[config.mk]
export PLATFORM = sky130hd
export DESIGN_NAME = taxi_eth_mac_swap_flat
export DESIGN_NICKNAME = d
export VERILOG_FILES = /design/src/rtl/taxi_eth_mac_swap_pkg.sv /design/src/rtl/taxi_eth_mac_swap_if.sv /design/src/rtl/taxi_eth_mac_swap.sv /design/src/flat_wrapper.sv
export SDC_FILE = /design/constraint.sdc
export NUM_CORES = 1
export LEC_CHECK = 0
export ABC_CLOCK_PERIOD_IN_PS = 7000
export BUFFER_PORTS_ARGS = -buffer_cell sky130_fd_sc_hd__buf_2
export CORE_MARGIN = 3
export CORE_UTILIZATION = 49
export CTS_CLUSTER_SIZE = 30
export DETAILED_ROUTE_END_ITERATION = 6
export HOLD_SLACK_MARGIN = 0.06
export PLACE_DENSITY = 0.77
export RECOVER_POWER = 25
export SYNTH_ARGS = -nofsm -noshare
export SYNTH_HDL_FRONTEND = slang
export SYNTH_SLANG_ARGS = --single-unit
[constraint.sdc]
create_clock -name clk -period 7 [get_ports clk]
set_clock_uncertainty 0.1 [all_clocks]
set_input_delay 0.35 -clock clk [delete_from_list [all_inputs] [get_ports clk]]
set_output_delay 0.35 -clock clk [all_outputs]
set_load 0.02 [all_outputs]
[src/rtl/taxi_eth_mac_swap_pkg.sv]
// Shared types and helpers for the loopback MAC-address swap stage.
// A beat is the AXI4-Stream payload plus the frame-start and swap-enable tags.
package taxi_eth_mac_swap_pkg;

    localparam int unsigned AXIS_DATA_W = 64;
    localparam int unsigned AXIS_KEEP_W = 8;
    localparam int unsigned AXIS_ID_W   = 8;
    localparam int unsigned AXIS_USER_W = 1;

    localparam int unsigned ETH_DST_OFF = 0;
    localparam int unsigned ETH_SRC_OFF = 6;
    localparam int unsigned ETH_ALEN    = 6;

    typedef struct packed {
        logic [AXIS_DATA_W-1:0] data;
        logic [AXIS_KEEP_W-1:0] keep;
        logic                   last;
        logic [AXIS_ID_W-1:0]   id;
        logic [AXIS_USER_W-1:0] user;
    } axis_beat_t;

    typedef struct packed {
        axis_beat_t axis;
        logic       first;
        logic       en;
    } beat_t;

    // Outgoing first beat (tags dropped) and the rewritten beat that stays held.
    typedef struct packed {
        axis_beat_t o;
        beat_t      h;
    } beat_pair_t;

    // Beat 0 takes src bytes 0-5 in its dst slots and dst bytes 0-1 in its src slots;
    // beat 1 takes dst bytes 2-5 in place of src bytes 2-5.
    function automatic beat_pair_t swap_beats(beat_t h, beat_t x);
        beat_pair_t r;
        r.o = h.axis;
        r.h = x;
        r.o.data = {h.axis.data[15:0], x.axis.data[31:0], h.axis.data[63:48]};
        r.h.axis.data = {x.axis.data[63:32], h.axis.data[47:16]};
        return r;
    endfunction

endpackage

[src/rtl/taxi_eth_mac_swap_if.sv]
// AXI4-Stream bundle shared by the frame FIFO, the swap stage and the MAC TX.
interface taxi_axis_if
    import taxi_eth_mac_swap_pkg::*;
#(
    parameter int unsigned DATA_W = AXIS_DATA_W,
    parameter int unsigned KEEP_W = AXIS_KEEP_W,
    parameter int unsigned ID_W   = AXIS_ID_W,
    parameter int unsigned USER_W = AXIS_USER_W
);
    logic [DATA_W-1:0] tdata;
    logic [KEEP_W-1:0] tkeep;
    logic              tvalid;
    logic              tready;
    logic              tlast;
    logic [ID_W-1:0]   tid;
    logic [USER_W-1:0] tuser;

    modport master (output tdata, tkeep, tvalid, tlast, tid, tuser, input tready);
    modport slave  (input tdata, tkeep, tvalid, tlast, tid, tuser, output tready);
endinterface

[src/rtl/taxi_eth_mac_swap.sv]
// Swaps Ethernet dst/src MAC addresses of looped-back frames ahead of the MAC TX.
// One-beat hold register H pairs beat 0 with beat 1; register O drives m_axis.
module taxi_eth_mac_swap
    import taxi_eth_mac_swap_pkg::*;
#(
    parameter int unsigned DATA_W = 64,
    parameter int unsigned CNT_W  = 32
) (
    input  logic             clk,
    input  logic             rst,
    taxi_axis_if.slave       s_axis,
    taxi_axis_if.master      m_axis,
    input  logic             cfg_enable,
    output logic [CNT_W-1:0] stat_swapped,
    output logic [CNT_W-1:0] stat_passed,
    output logic             busy
);

    if (DATA_W != 64) begin : g_bad_data_w
        $error("taxi_eth_mac_swap: DATA_W must be 64");
    end

    beat_t      h_q;
    axis_beat_t o_q;
    logic       h_valid_q, o_valid_q;
    logic       sof_q, frame_en_q;

    beat_t      x;
    beat_pair_t pair;
    beat_t      h_nxt;
    axis_beat_t o_nxt;
    logic       o_free, s_ready, accept, xfer, do_swap;
    logic       h_valid_nxt, o_valid_nxt;

    // Handshake, transfer decision and next register contents.
    always_comb begin
        x            = '0;
        x.axis.data  = s_axis.tdata;
        x.axis.keep  = s_axis.tkeep;
        x.axis.last  = s_axis.tlast;
        x.axis.id    = s_axis.tid;
        x.axis.user  = s_axis.tuser;
        x.first      = sof_q;
        x.en         = sof_q ? cfg_enable : frame_en_q;

        o_free  = !o_valid_q || m_axis.tready;
        s_ready = !h_valid_q || o_free;
        accept  = s_axis.tvalid && s_ready;
        // A non-last beat in H only moves once its successor arrives.
        xfer    = h_valid_q && o_free && (accept || h_q.axis.last);
        do_swap = xfer && accept && h_q.first && !h_q.axis.last && h_q.en
                  && (s_axis.tkeep[3:0] == 4'hF);

        pair  = swap_beats(h_q, x);
        o_nxt = do_swap ? pair.o : h_q.axis;
        h_nxt = do_swap ? pair.h : x;

        h_valid_nxt = h_valid_q;
        if (accept)
            h_valid_nxt = 1'b1;
        else if (xfer)
            h_valid_nxt = 1'b0;

        o_valid_nxt = o_valid_q;
        if (xfer)
            o_valid_nxt = 1'b1;
        else if (m_axis.tready)
            o_valid_nxt = 1'b0;
    end

    always_ff @(posedge clk or posedge rst) begin
        if (rst) begin
            h_q          <= '0;
            o_q          <= '0;
            h_valid_q    <= 1'b0;
            o_valid_q    <= 1'b0;
            sof_q        <= 1'b1;
            frame_en_q   <= 1'b0;
            stat_swapped <= '0;
            stat_passed  <= '0;
            busy         <= 1'b0;
        end else begin
            h_valid_q <= h_valid_nxt;
            o_valid_q <= o_valid_nxt;
            busy      <= h_valid_nxt || o_valid_nxt;
            if (accept) begin
                h_q   <= h_nxt;
                sof_q <= s_axis.tlast;
                if (sof_q)
                    frame_en_q <= cfg_enable;
            end
            if (xfer) begin
                o_q <= o_nxt;
                if (h_q.first) begin
                    if (do_swap)
                        stat_swapped <= stat_swapped + CNT_W'(1);
                    else
                        stat_passed <= stat_passed + CNT_W'(1);
                end
            end
        end
    end

    assign s_axis.tready = s_ready;
    assign m_axis.tvalid = o_valid_q;
    assign m_axis.tdata  = o_q.data;
    assign m_axis.tkeep  = o_q.keep;
    assign m_axis.tlast  = o_q.last;
    assign m_axis.tid    = o_q.id;
    assign m_axis.tuser  = o_q.user;

endmodule

[src/flat_wrapper.sv]
// flat-port wrapper written by rule: the top's interface ports become plain ports
module taxi_eth_mac_swap_flat import taxi_eth_mac_swap_pkg::*;
#(
    parameter int unsigned DATA_W = 64,
    parameter int unsigned CNT_W  = 32
)
  (clk, rst, cfg_enable, stat_swapped, stat_passed, busy, s_axis_tdata, s_axis_tkeep, s_axis_tvalid, s_axis_tlast, s_axis_tid, s_axis_tuser, s_axis_tready, m_axis_tdata, m_axis_tkeep, m_axis_tvalid, m_axis_tlast, m_axis_tid, m_axis_tuser, m_axis_tready);
  taxi_axis_if #(.DATA_W(DATA_W), .KEEP_W(8), .ID_W(8), .USER_W(1)) s_axis_i ();
  taxi_axis_if #(.DATA_W(DATA_W), .KEEP_W(8), .ID_W(8), .USER_W(1)) m_axis_i ();
  input  logic clk;
  input  logic rst;
  input  logic cfg_enable;
  output logic [CNT_W-1:0] stat_swapped;
  output logic [CNT_W-1:0] stat_passed;
  output logic busy;
  input wire logic [$bits(s_axis_i.tdata)-1:0] s_axis_tdata;
  input wire logic [$bits(s_axis_i.tkeep)-1:0] s_axis_tkeep;
  input wire logic [$bits(s_axis_i.tvalid)-1:0] s_axis_tvalid;
  input wire logic [$bits(s_axis_i.tlast)-1:0] s_axis_tlast;
  input wire logic [$bits(s_axis_i.tid)-1:0] s_axis_tid;
  input wire logic [$bits(s_axis_i.tuser)-1:0] s_axis_tuser;
  output wire logic [$bits(s_axis_i.tready)-1:0] s_axis_tready;
  output wire logic [$bits(m_axis_i.tdata)-1:0] m_axis_tdata;
  output wire logic [$bits(m_axis_i.tkeep)-1:0] m_axis_tkeep;
  output wire logic [$bits(m_axis_i.tvalid)-1:0] m_axis_tvalid;
  output wire logic [$bits(m_axis_i.tlast)-1:0] m_axis_tlast;
  output wire logic [$bits(m_axis_i.tid)-1:0] m_axis_tid;
  output wire logic [$bits(m_axis_i.tuser)-1:0] m_axis_tuser;
  input wire logic [$bits(m_axis_i.tready)-1:0] m_axis_tready;
  assign s_axis_i.tdata = s_axis_tdata;
  assign s_axis_i.tkeep = s_axis_tkeep;
  assign s_axis_i.tvalid = s_axis_tvalid;
  assign s_axis_i.tlast = s_axis_tlast;
  assign s_axis_i.tid = s_axis_tid;
  assign s_axis_i.tuser = s_axis_tuser;
  assign s_axis_tready = s_axis_i.tready;
  assign m_axis_tdata = m_axis_i.tdata;
  assign m_axis_tkeep = m_axis_i.tkeep;
  assign m_axis_tvalid = m_axis_i.tvalid;
  assign m_axis_tlast = m_axis_i.tlast;
  assign m_axis_tid = m_axis_i.tid;
  assign m_axis_tuser = m_axis_i.tuser;
  assign m_axis_i.tready = m_axis_tready;
  taxi_eth_mac_swap #(.DATA_W(DATA_W), .CNT_W(CNT_W)) u_core (.clk(clk), .rst(rst), .s_axis(s_axis_i), .m_axis(m_axis_i), .cfg_enable(cfg_enable), .stat_swapped(stat_swapped), .stat_passed(stat_passed), .busy(busy));
endmodule
==> out/summary.txt, run 1 <==
minimum clock period after layout: 4.05 ns
Placer Congestion: 0.815
vias per std cell: 5.32
clock root buffer: clkbuf_16
Yosys cell types: 37
WS Path Type: in2async
Num CTS Buffers: 26
mapped cell area: 10000 um2
Yosys top cell area share: 58.2%
post-route setup TNS: 0 ns
max_slew headroom: -180%
ant diodes: 0
Pwr Density: 372 nW/um2
Post-CTS Setup Inserts: 0
Post-Route WL: 28000 um
Critical Path, Cell by Cell: dlygate4sd3_1, clkbuf_2, clkinvlp_2, buf_4
total power: 4.86 mW
endpoint kind of the worst setup timing path: async pin
CP arrival: 4.46 ns
status: finished with violations
sequential-to-total area share from yosys stat: 58.5%
FMAX: 0.247 GHz
global-route wire length before repair: 45000 um
# rows: 51
largest net degree at the start of global routing: 111
Hold Crit Class: in2reg
number of hold violations in the final report: 0
crit path from: rst
yosys warns: 0
Slew Viols, Final: 97
Slew @ Worst Pin: 4.18 ns
reg-to-reg endpoint: u_core.stat_swapped[5]
Synth area leaders: dfrtp_1 (58%), nand2_1 (15%), a31oi_1 (4.9%)
top cells by count, synth: nand2_1 (409), dfrtp_1 (233), nor2_1 (113)
Largest stage delay, worst path: 2.31 ns
Chip Height: 149 um
syn_nets: 1195
GRT Residual Overflow: 0
failing checks: max-capacitance violations, max-slew violations
VDD IR max: 219 uV
vias post-DR: 8974
DIE AREA: 22200 um2
Reg2Reg Launch Point: u_core.h_q[11]
Syn Area/Cell: 9.06 um2
share of layout cells above drive strength 1: 17.3%
Post-synth top flop: dfrtp_1
final period utilization: 57.9%
Pleak: 6.40 nW
CTS tree: done
Die X: 149 um
number of global-route vias before repair: 8653
Yosys top cell by area: dfrtp_1
Skew-Pair Late Insertion Delay: 0.51 ns
startpoint types: primary input
Synth async-reset ratio: 100%
initial core utilization: 50.6%
Mapped Cells: 1106
Post-DRT Antenna Nets: 0
dpl cells: 1554
Core ar.: 19800 um2
initial antenna violation count: 0
R2R Setup Slk: 4.27 ns
max-cap violations: 1
Layout area overhead: 30.5%
H-tree depth: 1
Detailed Routing Iterations Pass 1: 5
EDFF count, synth: 0
Max FO, Critical Path: 96
synthesized flop and latch total: 234
# IOs: 236
WL per Instance: 16.6 um
slowest stage cell, crit path: clkinvlp_2
CP Capture Point: u_core.h_q[77]
Reg clk slew, reported paths: 0.06 ns
IO buf count: 235
final cell count without fillers: 1686
clock net sink count: 234
GRT Util Overall: 24.9%
Setup-failing EPs final: 0
RSZ-0062 raised after global routing: no
R2R cell count: 6
worst path required time: 7.41 ns
top-count cell post-synth: nand2_1
clock buffer depth: 3
placed wire-length estimate: 17700 um
initial drt markers: 715
Final nets: 1491
# DRC: 0
[sequential cells by signal (all words and copies together) (netlist names), 8 cells and up]
register             flops
u_core.h_q              83
u_core.m_axis.tdata     64
u_core.m_axis.tid        8
u_core.m_axis.tkeep      8
u_core.stat_passed      32
u_core.stat_swapped     32
[worst min path at each step]
stage | start | end | slack, ns | cells after the start
2_1_floorplan | u_core.h_q[3] | u_core.m_axis.tid[0] | 0.34 | 2
3_3_place_gp | u_core.h_q[13] | u_core.m_axis.tkeep[1] | 0.34 | 2
3_5_place_dp | u_core.sof_q | u_core.sof_q | 0.35 | 2
4_1_cts | m_axis_tready | u_core.m_axis.tvalid | 0.14 | 3
5_1_grt | m_axis_tready | u_core.m_axis.tvalid | 0.19 | 3
6_report | m_axis_tready | u_core.m_axis.tvalid | 0.18 | 3
[per-stage QoR]
step                worst slack [ns]  hold WS (ns)  area [um2]  util, %
floorplan                      0.134         0.339       10000        -
global placement                4.27         0.344       11400     57.6
detailed placement              4.23         0.350       11400     57.6
CTS                             4.24         0.144       13200     66.5
global route                    2.21         0.188       13100     66.1
finish                          2.95         0.176       13100     66.1
[worst max-delay path: cells and delay by family]
| family | cells | cell delay (ns) |
|---|---|---|
| buffers and inverters | 4 | 4.00 |
[cells by family (layout without fill, tap and decap cells)]
group | after synthesis | count (layout) | share of synthesized area [%]
AO/OA/AOI/OAI | 119 | 119 | 6.97
XOR/XNOR | 62 | 62 | 5.42
adder cells (fa/ha/maj) | 2 | 2 | 0.250
buffers and inverters | 66 | 381 | 2.54
flip-flops | 234 | 234 | 58.5
multiplexers | 2 | 2 | 0.225
AND/OR/NAND/NOR | 621 | 621 | 26.1
[cells in the final DEF, fill, tap and decap left out, types with 4 or more instances in the layout]
| master | instances |
|---|---|
| dlygate4sd3_1 | 85 |
| clkbuf_16 | 27 |
| buf_4 | 9 |
| nor4_1 | 4 |
| nand4_1 | 19 |
| dfrtp_1 | 233 |
| buf_2 | 175 |
| a21oi_1 | 36 |
| nor2_1 | 112 |
| clkbuf_8 | 5 |
| clkbuf_1 | 64 |
| clkinv_2 | 5 |
| and4_1 | 5 |
| a31oi_1 | 78 |
| xnor2_1 | 44 |
| nand2_1 | 408 |
| nor3_1 | 6 |
| bufinv_16 | 4 |
| xor2_1 | 18 |
| nand3_1 | 32 |
| and3_1 | 12 |
| inv_1 | 4 |
[per-layer routing]
metal	global-route usage [%]	wire (um)	up-vias
li1	-	-	4228
met4	7.60	816	0
met2	41.4	13600	355
met1	34.0	11500	4324
met3	4.01	2080	67
met5	0	0	-
[final cells by class]
class / count / area [um2]
fillers: 1614 / 6710
clock buffers: 37 / 763
repair buffers: 329 / 2020
inverters: 5 / 20.0
clock inverters: 10 / 154
well taps: 265 / 332
flip-flops and latches: 234 / 5860
multi-input cells: 806 / 3930
[repair_timing]
| item | CTS | global route |
|---|---|---|
| gates resized for setup | 0 | 0 |
| hold buffers | 85 | 0 |
| endpoints found under the hold margin | 210 | 0 |
[where the power goes]
| group | internal, mW | switching (mW) | total [mW] | leakage [nW] |
|---|---|---|---|---|
| clock | 0.904 | 0.534 | 1.44 | 0.455 |
| sequential | 1.74 | 0.307 | 2.05 | 2.84 |
| combinational | 0.441 | 0.931 | 1.37 | 3.10 |
Power figures use the tool's default switching activity.
==> run 2: changes to the inputs <==
- ABC_CLOCK_PERIOD_IN_PS: 7000 -> 3650
- clock period: 7 -> 3.65 ns (I/O delays scaled with it)
==> run 2 against run 1 <==
Net effect: cell count rose by 0.12%; highest routed layer unchanged; global-route usage rose by 1.1 points; clock power rose by 69%; flip-flop and latch count did not move; non-clock buffer count rose by 5; the flow still finishes with violations (max-capacitance violations, max-slew violations).
==> out/summary.txt, run 2 (synthesis results as in run 1) <==
final period utilization: 70.2%
initial core utilization: 50.6% (unchanged)
VDD IR max: 457 uV (+110%)
WS Path Type: reg2reg
Resized cells post-CTS: 0 (unchanged)
clock root buffer: clkbuf_16
Placer Congestion: 0.820 (+0.66%)
reg-to-reg endpoint: u_core.m_axis.tdata[44]
Largest stage delay, worst path: 0.91 ns (-1.40 ns)
H-tree depth: 1 (unchanged)
GRT Residual Overflow: 0 (unchanged)
clock buffer depth: 3 (unchanged)
final cell count without fillers: 1688 (+0.12%)
WHS Endpoint: u_core.h_q[60]
Detailed Routing Iterations Pass 1: 5 (unchanged)
largest net degree at the start of global routing: 117 (+5.4%)
slowest stage cell, crit path: buf_4
commonest non-fill, non-tap cell in the layout: nand2_1
Design Area, Final: 13000 um2 (-0.77%)
dpl cell area: 11400 um2 (+0.56%)
most frequent cells in the layout: nand2_1 (408), dfrtp_1 (233), buf_2 (134)
Reg with most FFs: u_core.h_q
Reg area: 5860 um2 (unchanged)
Skew-Pair Late Insertion Delay: 0.51 ns (about the same)
GRT Util Overall: 26.0% (+1.1 points)
minimum clock period after layout: 2.56 ns
placed wire-length estimate: 18300 um (+3.1%)
startpoint types: register
# DRC: 0 (unchanged)
Slew Viols, Final: 37 (-62%)
dpl cells: 1558 (+0.26%)
status: finished with violations
R2R cell count: 5 (-1)
max_slew headroom: -23.1% (+160 points)
max-cap violations: 1 (unchanged)
Post-CTS Setup Inserts: 0 (unchanged)
Layout area overhead: 29.5%
failing checks: max-capacitance violations, max-slew violations
Reg2Reg Launch Point: u_core.m_axis.tvalid
PnR worst setup slack: 1.09 ns (-1.86 ns)
Critical Path, Cell by Cell: nand2b_1, and3_4, buf_4, nor2_1, a31oi_1
IO buf count: 235 (unchanged)
Slew @ Worst Pin: 1.84 ns (-2.34 ns)
share of layout cells above drive strength 1: 14.3% (-3.0 points)
RSZ-0062 raised after global routing: no
DIE AREA: 22200 um2 (unchanged)
R2R Setup Slk: 1.09 ns (-3.18 ns)
Num CTS Buffers: 25 (-3.8%)
Core ar.: 19800 um2 (unchanged)
vias per std cell: 5.46 (+2.6%)
vias post-DR: 9219 (+2.7%)
clock net sink count: 234 (unchanged)
Reg clk slew, reported paths: 0.06 ns (about the same)
Multi-input gate area: 3930 um2 (unchanged)
Max FO, Critical Path: 116 (+21%)
Die X: 149 um (unchanged)
Pleak: 6.25 nW (-2.4%)
global-route wire length before repair: 46800 um (+4.0%)
post-route setup TNS: 0 ns (unchanged)
Hold WS: 0.301 ns (+0.126 ns)
CTS tree: done
Worst Setup Slack post-DPL: 1.12 ns (-3.11 ns)
initial drt markers: 666 (-6.9%)
FMAX: 0.390 GHz
CP arrival: 2.89 ns (-1.57 ns)
number of global-route vias before repair: 9087 (+5.0%)
number of hold violations in the final report: 0 (unchanged)
worst path required time: 3.97 ns (-3.44 ns)
total power: 9.02 mW (+86%)
HP Start: s_axis_tdata[40]
Chip Height: 149 um (unchanged)
Fillers: 1607 (-0.43%)
Setup-failing EPs final: 0 (unchanged)
initial antenna violation count: 1 (+1)
Worst Hold Depth: 4 (+1)
Pwr Density: 695 nW/um2 (+87%)
Hold Crit Class: in2reg
endpoint kind of the worst setup timing path: register
Post-DRT Antenna Nets: 0 (unchanged)
share of the core filled with cells: 65.6% (-0.51 points)
# rows: 51 (unchanged)
# IOs: 236 (unchanged)
WL per Instance: 17.2 um (+3.7%)
Post-Route WL: 29100 um (+3.9%)
Final nets: 1495 (+0.27%)
number of flip-flops in the largest register: 83 (unchanged)
run 2: metal layers:
metal  global-route usage [%]  share of wire (%)  vias up
li1                         -                  -     4238
met1                     33.8                 40     4460
met2                     43.6                 48      433
met3                     4.44                8.0       88
met4                     10.6                4.3        0
met5                        0                  0        -
run 2: worst max-delay path by stage:
stage | from | endpoint | slack [ns] | depth (start not counted)
final | u_core.m_axis.tvalid | u_core.m_axis.tdata[44] | 1.09 | 5
after global routing | u_core.m_axis.tvalid | u_core.m_axis.tdata[44] | 0.85 | 5
after CTS | u_core.m_axis.tvalid | u_core.m_axis.tdata[53] | 1.11 | 5
after detailed placement | u_core.m_axis.tvalid | u_core.m_axis.tdata[41] | 1.12 | 4
after global placement | u_core.m_axis.tvalid | u_core.m_axis.tdata[20] | 1.23 | 4
after floorplan | rst | u_core.busy | 0.30 | 1
run 2: report_power, final:
group          switching [mW]  total [mW]  internal (mW)
Combinational            1.82        2.64          0.823
Clock                    1.00        2.44           1.44
Sequential              0.594        3.94           3.34
run 2: layout make-up:
| cell class | count | share of cell area [%] |
|---|---|---|
| Timing Repair Buffer | 334 | 15.8 |
| Clock buffer | 36 | 5.60 |
| Clock inverter | 7 | 0.482 |
| Tap cell | 265 | 2.56 |
| Sequential cell | 234 | 45.1 |
| Antenna cell | 1 | 0.0193 |
| Inverter | 5 | 0.154 |
| Multi-Input combinational cell | 806 | 30.3 |
run 2: timing repair:
| action | in CTS | in global routing |
|---|---|---|
| endpoints found under the hold margin | 153 | 0 |
| setup endpoints to repair | 0 | 0 |
| hold buffers | 86 | 0 |
run 2: critical path: cells and delay by family, from the launching register on:
kind / cells / cell delay, ns
AND/OR/NAND/NOR: 3 / 0.86
buffers and inverters: 1 / 0.91
flip-flops: 1 / 0.38
AO/OA/AOI/OAI: 1 / 0.21
==> run 3: changes to the inputs <==
- ABC_CLOCK_PERIOD_IN_PS: 3650 -> 2200
- clock period: 3.65 -> 2.2 ns (I/O delays scaled with it)
==> run 3 against run 2 <==
Net effect: the run now ends clean; critical path depth is 1 higher; highest routed layer unchanged; clock-buffer cell count is the same; total power increased by 70%; fmax up 20%; via count fell by 0.57%; critical endpoint is now u_core.stat_passed[25]; design area is 3.2% higher.
==> out/summary.txt, run 3 (synthesis results as in run 1) <==
status: finished clean
Hold WS: 0.231 ns (-0.0709 ns)
Placer Congestion: 0.829 (+1.1%)
Worst Hold Depth: 4 (unchanged)
number of hold violations in the final report: 0 (unchanged)
Reg with most FFs: u_core.h_q
most frequent cells in the layout: nand2_1 (408), buf_2 (235), dfrtp_1 (232)
dpl cells: 1578 (+1.3%)
reg-to-reg endpoint: u_core.stat_passed[25]
number of global-route vias before repair: 9152 (+0.72%)
vias per std cell: 5.34 (-2.3%)
# IOs: 236 (unchanged)
initial drt markers: 735 (+10%)
H-tree depth: 1 (unchanged)
initial core utilization: 50.6% (unchanged)
clock buffer depth: 3 (unchanged)
Max FO, Critical Path: 7 (-94%)
max_slew headroom: 27.5% (+51 points)
Die X: 149 um (unchanged)
number of flip-flops in the largest register: 83 (unchanged)
Post-Route WL: 29300 um (+0.70%)
Chip Height: 149 um (unchanged)
IO buf count: 235 (unchanged)
global-route wire length before repair: 46800 um (about the same)
placed wire-length estimate: 18400 um (+0.94%)
HP Start: s_axis_tdata[40]
final cell count without fillers: 1717 (+1.7%)
largest net degree at the start of global routing: 124 (+6.0%)
share of layout cells above drive strength 1: 22.5% (+8.2 points)
WS Path Type: reg2reg
Layout area overhead: 33.6%
Hold Crit Class: in2reg
Post-DRT Antenna Nets: 0 (unchanged)
R2R Setup Slk: 0.06 ns (-1.02 ns)
vias post-DR: 9166 (-0.57%)
ant diodes: 0 (-1)
minimum clock period after layout: 2.14 ns (-0.427 ns)
clock root buffer: clkbuf_16
CP arrival: 2.46 ns (-0.43 ns)
Reg clk slew, reported paths: 0.06 ns (about the same)
Setup-failing EPs final: 0 (unchanged)
# rows: 51 (unchanged)
Core ar.: 19800 um2 (unchanged)
worst path required time: 2.53 ns (-1.44 ns)
# DRC: 0 (unchanged)
Pleak: 6.67 nW (+6.8%)
startpoint types: register
post-route setup TNS: 0 ns (unchanged)
max-cap violations: 0 (-1)
DIE AREA: 22200 um2 (unchanged)
endpoint kind of the worst setup timing path: register
VDD IR max: 743 uV (+63%)
Detailed Routing Iterations Pass 1: 5 (unchanged)
Num CTS Buffers: 25 (unchanged)
crit path from: u_core.stat_passed[10]
GRT Util Overall: 26.0% (-0.043 points)
Slew @ Worst Pin: 1.08 ns (-0.756 ns)
WL per Instance: 17.1 um (-1.0%)
commonest non-fill, non-tap cell in the layout: nand2_1
Reg2Reg Launch Point: u_core.stat_passed[10]
Skew-Pair Late Insertion Delay: 0.51 ns (about the same)
GRT Residual Overflow: 0 (unchanged)
final period utilization: 97.1% (+27 points)
Pwr Density: 1150 nW/um2 (+65%)
R2R cell count: 6 (+1)
FMAX: 0.468 GHz (+20%)
initial antenna violation count: 0 (-1)
Final nets: 1525 (+2.0%)
clock net sink count: 234 (unchanged)
CTS tree: done
Slew Viols, Final: 0 (-100%)
Fillers: 1502 (-6.5%)
WHS Endpoint: u_core.h_q[60]
[run 3: cell count changes in the layout (fill, tap and decap cells not counted), sizes merged]
cell | previous run | this run
diode | 1 | 0
dlygate4sd3 | 86 | 95
buf | 147 | 266
clkbuf | 137 | 39
[run 3: worst max path at each step]
stage	end	cells past startpoint
after global routing	u_core.stat_passed[25]	6
final	u_core.stat_passed[25]	6
after floorplan	u_core.busy	1
after global placement	u_core.stat_swapped[26]	5
after detailed placement	u_core.stat_swapped[26]	5
after CTS	u_core.stat_swapped[26]	5
[run 3: final cells by class]
class	count	area (um2)	share of cell area, %
Tap cell	265	332	2.48
Sequential cell	234	5860	43.8
Multi-Input combinational cell	806	3930	29.3
Clock buffer	36	727	5.43
Clock inverter	7	62.6	0.467
Inverter	5	20.0	0.150
Timing Repair Buffer	364	2460	18.4
[run 3: layer usage]
metal	track usage [%]	share of wire [%]	vias up	wire length (um)
li1	-	-	4285	-
met1	33.4	39	4434	11500
met2	44.8	50	396	14600
met3	4.86	8.1	51	2370
met4	8.24	2.9	0	845
met5	0	0	-	0
[run 3: per-stage QoR]
stage / setup slack [ns] / utilization [%] / total power [mW] / area [um2]
after global placement: 0.131 / 59.0 / 11.0 / 11700
final: 0.0641 / 67.7 / 15.3 / 13400
after detailed placement: 0.101 / 59.0 / 11.1 / 11700
after CTS: 0.0804 / 67.8 / 15.4 / 13400
after floorplan: -1.07 / - / 9.27 / 10000
after global routing: -0.00804 / 67.7 / 16.2 / 13400
[run 3: power by group]
group          internal (mW)  switching, mW
logic                   1.70           3.11
clock network           2.40           1.67
registers               5.54          0.908
total                   9.64           5.69
[run 3: what timing repair did]
item / CTS / global route
resized for setup: 0 / 1
buffers inserted: 0 / 1
endpoints found under the setup margin: 0 / 2
hold buffers: 95 / 0
endpoints found under the hold margin: 330 / 0
[run 3: worst max-delay path: stages (launching register included)]
cell     delay [ns]
dfrtp_1        0.41
nand4_1        0.20
or4_4          0.55
nor4_4         0.26
buf_4          0.19
and4_1         0.21
xor2_1         0.14
